**src/rtl/axil_uart_tx_sched.sv**
```systemverilog
// Round-robin transmit scheduler that feeds bytes from several requesters into one
// AXI-Lite UART. Optional UART init writes are enabled with the UART_SCHED_INIT_EN macro.
module axil_uart_tx_sched #(
    parameter int                    NUM_REQ       = 4,
    parameter int                    ADDR_WIDTH    = 12,
    parameter logic [ADDR_WIDTH-1:0] UART_BASE     = {ADDR_WIDTH{1'b0}},
    parameter int                    GUARD_CYCLES  = 4,
    parameter logic [15:0]           INIT_BAUD_DIV = 16'd868
) (
    input  logic                    clk,
    input  logic                    rst,
    input  logic [NUM_REQ-1:0]      req_valid,
    input  logic [NUM_REQ*8-1:0]    req_data,
    input  logic [NUM_REQ-1:0]      req_last,
    output logic [NUM_REQ-1:0]      req_ready,
    output logic [2:0]              grant_id,
    output logic                    busy,
    output logic                    err,
    output logic [ADDR_WIDTH-1:0]   m_axil_awaddr,
    output logic [2:0]              m_axil_awprot,
    output logic                    m_axil_awvalid,
    input  logic                    m_axil_awready,
    output logic [31:0]             m_axil_wdata,
    output logic [3:0]              m_axil_wstrb,
    output logic                    m_axil_wvalid,
    input  logic                    m_axil_wready,
    input  logic [1:0]              m_axil_bresp,
    input  logic                    m_axil_bvalid,
    output logic                    m_axil_bready,
    output logic [ADDR_WIDTH-1:0]   m_axil_araddr,
    output logic [2:0]              m_axil_arprot,
    output logic                    m_axil_arvalid,
    input  logic                    m_axil_arready,
    input  logic [31:0]             m_axil_rdata,
    input  logic [1:0]              m_axil_rresp,
    input  logic                    m_axil_rvalid,
    output logic                    m_axil_rready
);

    localparam logic [2:0] ST_IDLE    = 3'd0;
    localparam logic [2:0] ST_POLL_AR = 3'd1;
    localparam logic [2:0] ST_POLL_R  = 3'd2;
    localparam logic [2:0] ST_WR      = 3'd3;
    localparam logic [2:0] ST_WR_B    = 3'd4;
    localparam logic [2:0] ST_GUARD   = 3'd5;
`ifdef UART_SCHED_INIT_EN
    localparam logic [2:0] ST_INIT_CTRL = 3'd6;
    localparam logic [2:0] ST_INIT_BAUD = 3'd7;
    localparam logic [2:0] ST_RESET     = ST_INIT_CTRL;
`else
    localparam logic [2:0] ST_RESET     = ST_IDLE;
`endif
    localparam logic [2:0] ST_AFTER_B = (GUARD_CYCLES == 0) ? ST_IDLE : ST_GUARD;
    localparam logic [7:0] GUARD_LAST = 8'(GUARD_CYCLES - 1);

    localparam logic [ADDR_WIDTH-1:0] ADDR_TX     = UART_BASE + ADDR_WIDTH'(32'h0000_0000);
    localparam logic [ADDR_WIDTH-1:0] ADDR_STATUS = UART_BASE + ADDR_WIDTH'(32'h0000_0008);
`ifdef UART_SCHED_INIT_EN
    localparam logic [ADDR_WIDTH-1:0] ADDR_CTRL   = UART_BASE + ADDR_WIDTH'(32'h0000_000C);
    localparam logic [ADDR_WIDTH-1:0] ADDR_BAUD   = UART_BASE + ADDR_WIDTH'(32'h0000_0010);
    logic [1:0] init_stage_r;
`endif

    logic [2:0] state_r;
    logic [2:0] rr_ptr_r;
    logic       lock_r;
    logic [7:0] byte_r;
    logic [7:0] guard_cnt_r;

    logic       grant_valid_s;
    logic [2:0] grant_idx_s;
    logic [2:0] next_ptr_s;
    logic       owner_valid_s;
    logic [7:0] byte_s;
    logic       last_s;
    logic       aw_done_s;
    logic       w_done_s;
    logic       unused_s;

    assign m_axil_awprot = 3'b000;
    assign m_axil_arprot = 3'b000;
    assign busy          = (state_r != ST_IDLE) || lock_r;
    assign aw_done_s     = !m_axil_awvalid || m_axil_awready;
    assign w_done_s      = !m_axil_wvalid || m_axil_wready;
    assign next_ptr_s    = (grant_idx_s == 3'(NUM_REQ - 1)) ? 3'd0 : grant_idx_s + 3'd1;
    assign unused_s      = ^{m_axil_rdata[31:2], INIT_BAUD_DIV};

    // Arbitration: locked owner only, otherwise first valid requester at or after rr_ptr
    always_comb begin
        int idx_v;
        idx_v         = 0;
        grant_valid_s = 1'b0;
        grant_idx_s   = grant_id;
        owner_valid_s = 1'b0;
        byte_s        = 8'd0;
        last_s        = 1'b0;
        req_ready     = {NUM_REQ{1'b0}};
        for (int i = 0; i < NUM_REQ; i++) begin
            owner_valid_s = (3'(i) == grant_id) ? req_valid[i] : owner_valid_s;
        end
        if (lock_r) begin
            grant_valid_s = owner_valid_s;
            grant_idx_s   = grant_id;
        end else begin
            // Descending scan so the nearest requester after rr_ptr wins
            for (int k = NUM_REQ - 1; k >= 0; k--) begin
                idx_v = int'(rr_ptr_r) + k;
                idx_v = (idx_v >= NUM_REQ) ? idx_v - NUM_REQ : idx_v;
                if (req_valid[idx_v]) begin
                    grant_valid_s = 1'b1;
                    grant_idx_s   = 3'(idx_v);
                end else begin
                    grant_valid_s = grant_valid_s;
                end
            end
        end
        for (int i = 0; i < NUM_REQ; i++) begin
            byte_s       = (3'(i) == grant_idx_s) ? req_data[i*8 +: 8] : byte_s;
            last_s       = (3'(i) == grant_idx_s) ? req_last[i] : last_s;
            req_ready[i] = (state_r == ST_IDLE) && grant_valid_s && (grant_idx_s == 3'(i));
        end
    end

    // Main FSM with registered AXI-Lite master outputs
    always_ff @(posedge clk) begin
        if (rst) begin
            state_r        <= ST_RESET;
            rr_ptr_r       <= 3'd0;
            lock_r         <= 1'b0;
            byte_r         <= 8'd0;
            guard_cnt_r    <= 8'd0;
            grant_id       <= 3'd0;
            err            <= 1'b0;
            m_axil_awaddr  <= {ADDR_WIDTH{1'b0}};
            m_axil_awvalid <= 1'b0;
            m_axil_wdata   <= 32'd0;
            m_axil_wstrb   <= 4'h0;
            m_axil_wvalid  <= 1'b0;
            m_axil_bready  <= 1'b0;
            m_axil_araddr  <= {ADDR_WIDTH{1'b0}};
            m_axil_arvalid <= 1'b0;
            m_axil_rready  <= 1'b0;
`ifdef UART_SCHED_INIT_EN
            init_stage_r   <= 2'd0;
`endif
        end else begin
            case (state_r)
`ifdef UART_SCHED_INIT_EN
                ST_INIT_CTRL: begin
                    m_axil_awaddr  <= ADDR_CTRL;
                    m_axil_wdata   <= 32'h0000_0003;
                    m_axil_wstrb   <= 4'hF;
                    m_axil_awvalid <= 1'b1;
                    m_axil_wvalid  <= 1'b1;
                    init_stage_r   <= 2'd1;
                    state_r        <= ST_WR;
                end
                ST_INIT_BAUD: begin
                    m_axil_awaddr  <= ADDR_BAUD;
                    m_axil_wdata   <= {16'd0, INIT_BAUD_DIV};
                    m_axil_wstrb   <= 4'hF;
                    m_axil_awvalid <= 1'b1;
                    m_axil_wvalid  <= 1'b1;
                    init_stage_r   <= 2'd2;
                    state_r        <= ST_WR;
                end
`endif
                ST_IDLE: begin
                    if (grant_valid_s) begin
                        byte_r         <= byte_s;
                        grant_id       <= grant_idx_s;
                        lock_r         <= !last_s;
                        rr_ptr_r       <= last_s ? next_ptr_s : rr_ptr_r;
                        m_axil_araddr  <= ADDR_STATUS;
                        m_axil_arvalid <= 1'b1;
                        state_r        <= ST_POLL_AR;
                    end
                end
                ST_POLL_AR: begin
                    if (m_axil_arready) begin
                        m_axil_arvalid <= 1'b0;
                        m_axil_rready  <= 1'b1;
                        state_r        <= ST_POLL_R;
                    end
                end
                ST_POLL_R: begin
                    if (m_axil_rvalid) begin
                        m_axil_rready <= 1'b0;
                        if (m_axil_rresp != 2'b00) begin
                            err <= 1'b1;
                        end
                        // Transmit only when the holding register is empty and the shifter idle
                        if ((m_axil_rresp == 2'b00) && m_axil_rdata[0] && !m_axil_rdata[1]) begin
                            m_axil_awaddr  <= ADDR_TX;
                            m_axil_wdata   <= {24'd0, byte_r};
                            m_axil_wstrb   <= 4'h1;
                            m_axil_awvalid <= 1'b1;
                            m_axil_wvalid  <= 1'b1;
                            state_r        <= ST_WR;
                        end else begin
                            m_axil_arvalid <= 1'b1;
                            state_r        <= ST_POLL_AR;
                        end
                    end
                end
                ST_WR: begin
                    if (m_axil_awvalid && m_axil_awready) begin
                        m_axil_awvalid <= 1'b0;
                    end
                    if (m_axil_wvalid && m_axil_wready) begin
                        m_axil_wvalid <= 1'b0;
                    end
                    if (aw_done_s && w_done_s) begin
                        m_axil_bready <= 1'b1;
                        state_r       <= ST_WR_B;
                    end
                end
                ST_WR_B: begin
                    if (m_axil_bvalid) begin
                        m_axil_bready <= 1'b0;
                        guard_cnt_r   <= 8'd0;
                        if (m_axil_bresp != 2'b00) begin
                            err <= 1'b1;
                        end
`ifdef UART_SCHED_INIT_EN
                        if (init_stage_r == 2'd1) begin
                            state_r <= ST_INIT_BAUD;
                        end else if (init_stage_r == 2'd2) begin
                            init_stage_r <= 2'd0;
                            state_r      <= ST_IDLE;
                        end else begin
                            state_r <= ST_AFTER_B;
                        end
`else
                        state_r <= ST_AFTER_B;
`endif
                    end
                end
                ST_GUARD: begin
                    // Lets the UART raise tx_busy before the next status poll
                    if (guard_cnt_r == GUARD_LAST) begin
                        state_r <= ST_IDLE;
                    end else begin
                        guard_cnt_r <= guard_cnt_r + 8'd1;
                    end
                end
                default: begin
                    state_r <= ST_IDLE;
                end
            endcase
        end
    end

endmodule

```
**config.mk**
```make
export PLATFORM = sky130hd
export DESIGN_NAME = axil_uart_tx_sched
export DESIGN_NICKNAME = d
export VERILOG_FILES = /design/src/rtl/axil_uart_tx_sched.sv
export SDC_FILE = /design/constraint.sdc
export NUM_CORES = 1
export LEC_CHECK = 0
export ABC_CLOCK_PERIOD_IN_PS = 5100
export BUFFER_PORTS_ARGS = -buffer_cell sky130_fd_sc_hd__buf_4
export CAP_MARGIN = 20
export CORE_AREA = 2 2 88 90
export DETAILED_ROUTE_END_ITERATION = 6
export DIE_AREA = 0 0 90 92
export PLACE_DENSITY = 0.72
export SYNTH_ARGS = -nofsm -noshare
export SYNTH_HDL_FRONTEND = slang
export SYNTH_SLANG_ARGS = --single-unit
```
**constraint.sdc**
```tcl
create_clock -name clk -period 5.1 [get_ports clk]
set_input_delay 0.255 -clock clk [delete_from_list [all_inputs] [get_ports clk]]
set_output_delay 0.255 -clock clk [all_outputs]
set_load 0.005 [all_outputs]
```
==> impl_metrics.prom <==
# TYPE chip_impl_metric gauge
chip_impl_info{name="outcome",value="completed"} 1
chip_impl_metric{name="grt_antenna_before_repair",unit=""} 0
chip_impl_metric{name="wl_met3",unit="µm"} 406
chip_impl_metric{name="hold_violations",unit=""} 0
chip_impl_metric{name="synthToLayoutAreaGrowth",unit="%"} 15.30
chip_impl_metric{name="start_util",unit="%"} 41.83
chip_impl_info{name="hold_crit_path_type",value="input pin to flip-flop"} 1
chip_impl_metric{name="synthCells",unit=""} 365
chip_impl_info{name="cp_cell_sequence",value="inv_1 > ha_1 > mux4_2 > or4_4 > a21oi_1 > nor2_1 > ha_1 > nor2_1 > a221o_1 > a22oi_1 > nor2_1 > a211oi_2"} 1
chip_impl_metric{name="clock-sinks",unit=""} 42
chip_impl_metric{name="yosysUniqueCellTypes",unit=""} 63
chip_impl_metric{name="floorplan.die.height",unit="µm"} 92
chip_impl_metric{name="drt_pre_antenna_iters",unit=""} 4
chip_impl_metric{name="finalSetupViolations",unit=""} 0
chip_impl_metric{name="yosysWarnings",unit=""} 0
chip_impl_metric{name="path_clk_slew",unit="ns"} 0.09
chip_impl_metric{name="vias_in_the_first_global_route",unit=""} 2354
chip_impl_metric{name="fp.dieW",unit="µm"} 90
chip_impl_metric{name="rows",unit=""} 32
chip_impl_metric{name="drive_gt1_share",unit="%"} 23.72
chip_impl_info{name="crit_path_start_kind",value="flip-flop"} 1
chip_impl_metric{name="layout_net_count",unit=""} 524
chip_impl_metric{name="detailroute.wirelength.met2",unit="µm"} 3435
chip_impl_metric{name="post-route-period-util",unit="%"} 86.80
chip_impl_metric{name="pin_count",unit=""} 163
chip_impl_info{name="r2r_end",value="rr_ptr_r[0]$_SDFFE_PP0P_"} 1
chip_impl_metric{name="drt-vias-per-instance",unit=""} 5.023
chip_impl_metric{name="report.final.slew_viol_count",unit=""} 0
chip_impl_metric{name="ys_seq_area_share",unit="%"} 26.99
chip_impl_metric{name="fmax",unit="GHz"} 0.2259
chip_impl_info{name="synth.top_cells.by_area",value="sky130_fd_sc_hd__dfxtp_1 (27%), sky130_fd_sc_hd__buf_4 (13%), sky130_fd_sc_hd__mux2i_1 (5.5%), sky130_fd_sc_hd__ha_1 (4.8%), sky130_fd_sc_hd__a221o_1 (4.5%)"} 1
chip_impl_metric{name="grt_max_degree",unit=""} 30
chip_impl_info{name="worst-setup-path-type",value="flip-flop to flip-flop"} 1
chip_impl_metric{name="max-slew-margin-rel",unit="%"} 57.52
chip_impl_metric{name="antenna-diode-count",unit=""} 0
chip_impl_metric{name="clock_tree.buffer_depth",unit=""} 2
chip_impl_metric{name="post_cts_resized",unit=""} 0
chip_impl_metric{name="power.ir.vdd_worst",unit="mV"} 0.2787
chip_impl_metric{name="number_of_flops_mapped_to_enable_cells_by_yosys",unit=""} 0
chip_impl_metric{name="portBuffers",unit=""} 76
chip_impl_metric{name="setup_tns",unit="ns"} 0
chip_impl_metric{name="cts_buffers",unit=""} 5
chip_impl_metric{name="drt.antenna.violating_nets",unit=""} 0
chip_impl_metric{name="cell_area_synth",unit="mm²"} 0.003115
chip_impl_info{name="final_common_cell",value="sky130_fd_sc_hd__buf_4"} 1
chip_impl_metric{name="routed-via-count",unit=""} 2672
chip_impl_metric{name="grt_remaining_overflow",unit=""} 0
chip_impl_metric{name="regToRegSetupSlack",unit="ns"} 0.67
chip_impl_metric{name="gr-usage-all-layers",unit="%"} 16.54
chip_impl_metric{name="post-dp-hpwl",unit="µm"} 5445
chip_impl_metric{name="wl_per_cell",unit="µm"} 13.13
chip_impl_info{name="post-synth-top-area-cell",value="sky130_fd_sc_hd__dfxtp_1"} 1
chip_impl_info{name="crit_path_most_repeated_cell",value="sky130_fd_sc_hd__nor2_1"} 1
chip_impl_metric{name="post-route-drc-count",unit=""} 0
chip_impl_info{name="hold-path-endpoint",value="byte_r[1]$_SDFFE_PP0P_"} 1
chip_impl_metric{name="htree_levels",unit=""} 2
chip_impl_metric{name="synthArstFlopShare",unit="%"} 0
chip_impl_metric{name="dp_worst_setup_slack",unit="ns"} 0.6341
chip_impl_info{name="cts_root_buf",value="sky130_fd_sc_hd__clkbuf_8"} 1
chip_impl_metric{name="crit_buf_inv",unit=""} 1
chip_impl_metric{name="post_synth.cell_area_avg",unit="µm²"} 8.536
chip_impl_info{name="crit_path_top_delay_cell",value="sky130_fd_sc_hd__dfxtp_1"} 1
chip_impl_info{name="most-common-layout-cells",value="sky130_fd_sc_hd__buf_4 (76), sky130_fd_sc_hd__conb_1 (56), sky130_fd_sc_hd__dfxtp_1 (42)"} 1
chip_impl_metric{name="holdBufCountCts",unit=""} 0
chip_impl_metric{name="wl",unit="µm"} 6986
chip_impl_metric{name="clkLatencyLatePin",unit="ns"} 0.30
chip_impl_metric{name="power-per-cell-area",unit="mW/mm²"} 445.2
chip_impl_metric{name="critPathArrivalTime",unit="ns"} 4.61
chip_impl_metric{name="m1WireLength",unit="µm"} 3014
chip_impl_metric{name="holdPathStages",unit=""} 2
chip_impl_metric{name="post_cts_buffers",unit=""} 0
chip_impl_metric{name="max_fanout_on_critical_path",unit=""} 13
chip_impl_metric{name="drv_cap",unit=""} 0
chip_impl_info{name="max_layer_used",value="met4"} 1
chip_impl_metric{name="worst_slack",unit="ns"} 0.6730
chip_impl_metric{name="grt_pass1_wl",unit="µm"} 11360
chip_impl_metric{name="ys_ff_latch",unit=""} 42
chip_impl_metric{name="critical_path.max_stage_delay",unit="ns"} 0.68
chip_impl_info{name="critical-path-top-delay-family",value="simple AND/OR/NAND/NOR gates"} 1
chip_impl_metric{name="first_iter_violations",unit=""} 96
chip_impl_info{name="timing.rr.start",value="rr_ptr_r[0]$_SDFFE_PP0P_"} 1
chip_impl_metric{name="area_of_the_die",unit="mm²"} 0.008280
chip_impl_metric{name="worst_r2r_path_depth",unit=""} 12
chip_impl_metric{name="worst_clock_skew",unit="ns"} 0.006308
chip_impl_info{name="rsz0062_at_grt",value="no"} 1
chip_impl_info{name="clock_tree_from_tritoncts",value="yes"} 1
chip_impl_metric{name="leakage",unit="nW"} 1.629
chip_impl_metric{name="core",unit="mm²"} 0.007447
chip_impl_info{name="worst_setup_path_end_kind",value="flip-flop"} 1
chip_impl_metric{name="critical_path_required",unit="ns"} 5.28
chip_impl_info{name="dominant_register_cell_in_the_synthesized_netlist",value="sky130_fd_sc_hd__dfxtp_1"} 1
chip_impl_metric{name="min_period",unit="ns"} 4.427
chip_impl_metric{name="max_slew.worst_pin.slew",unit="ns"} 0.6354
chip_impl_metric{name="yosys.area.top_type_share",unit="%"} 26.99
chip_impl_metric{name="final_util",unit="%"} 48.24
chip_impl_metric{name="place.gp.congestion",unit=""} 0.8267
chip_impl_info{name="hp-start",value="req_data[25]"} 1
logic make-up (layout without fill, tap and decap cells):
| kind of cell | after synthesis | count (layout) | share of synthesized area, % |
|---|---|---|---|
| other cells | 1 | 56 | 0.1204 |
| compound gates | 83 | 83 | 20.84 |
| fa+ha+maj | 12 | 12 | 4.819 |
| xor+xnor | 9 | 9 | 2.530 |
| buf+inv | 93 | 103 | 19.04 |
| flops | 42 | 42 | 26.99 |
| simple gates | 101 | 101 | 16.10 |
| mux | 24 | 24 | 9.558 |
power breakdown:
group	leakage (nW)	switching, W	internal (W)
sequential	0.342	0.0000792	0.000379
combinational	1.24	0.000493	0.000418
clock	0.0447	0.000131	0.0000990
total	1.63	0.000704	0.000896
cell usage after synthesis, drive strengths merged, types with 2 or more instances:
| cell type | n |
|---|---|
| mux2 | 3 |
| nor2 | 35 |
| buf | 65 |
| a221o | 14 |
| mux4 | 4 |
| nor2b | 4 |
| o31ai | 3 |
| dfxtp | 42 |
| nand3 | 9 |
| a211oi | 12 |
| nor3 | 6 |
| xnor2 | 3 |
| and2 | 2 |
| ha | 12 |
| and3 | 6 |
| nand4 | 3 |
| nand2b | 5 |
| a22oi | 5 |
| inv | 18 |
| o22ai | 3 |
| clkbuf | 9 |
| a21boi | 2 |
| xor2 | 6 |
| mux2i | 17 |
| nor4 | 2 |
| nand2 | 20 |
| o21ai | 10 |
| a21oi | 16 |
| a31oi | 5 |
flip-flops by register name, indices dropped and copies added (netlist names), 3 cells and up:
name and count:
grant_id 3, rr_ptr_r 3, byte_r 8, state_r 3, m_axil_wdata 8, guard_cnt_r 8
through the flow:
step                      instances  power, W  hold slack (ns)  area [µm²]
after global placement          524  0.001357           0.4350        3498
after detailed placement        524  0.001377           0.4398        3498
after floorplan                 420  0.001189           0.3943        3322
after CTS                       532  0.001607           0.1593        3592
final                           532  0.001599           0.1671        3592
after global routing            532  0.001735           0.1637        3592
worst max path at each step:
| stage | from | endpoint | cells past startpoint |
|---|---|---|---|
| finish | rr_ptr_r[0]$_SDFFE_PP0P_ | rr_ptr_r[0]$_SDFFE_PP0P_ | 12 |
| global route | rr_ptr_r[0]$_SDFFE_PP0P_ | byte_r[6]$_SDFFE_PP0P_ | 12 |
| CTS | rr_ptr_r[0]$_SDFFE_PP0P_ | rr_ptr_r[0]$_SDFFE_PP0P_ | 12 |
| detailed placement | rr_ptr_r[0]$_SDFFE_PP0P_ | rr_ptr_r[0]$_SDFFE_PP0P_ | 12 |
| global placement | rr_ptr_r[0]$_SDFFE_PP0P_ | rr_ptr_r[0]$_SDFFE_PP0P_ | 12 |
| floorplan | rr_ptr_r[0]$_SDFFE_PP0P_ | rr_ptr_r[0]$_SDFFE_PP0P_ | 14 |
routing by layer:
metal,global-route usage (%),vias to the layer above
li1,-,1319
met1,21.32,1244
met2,26.69,99
met3,4.026,10
met4,6.538,0
met5,0,-
layout make-up:
class                      instances  area [µm²]
sequential                        42       840.8
clock inverter                     3       25.02
tap                              102       127.6
inverter                          19       71.32
timing repair buffer              76       570.5
fill                             773        3855
clock buffer                       5       68.82
multi-input combinational        285        1888
(Power assumes the default switching activity.)
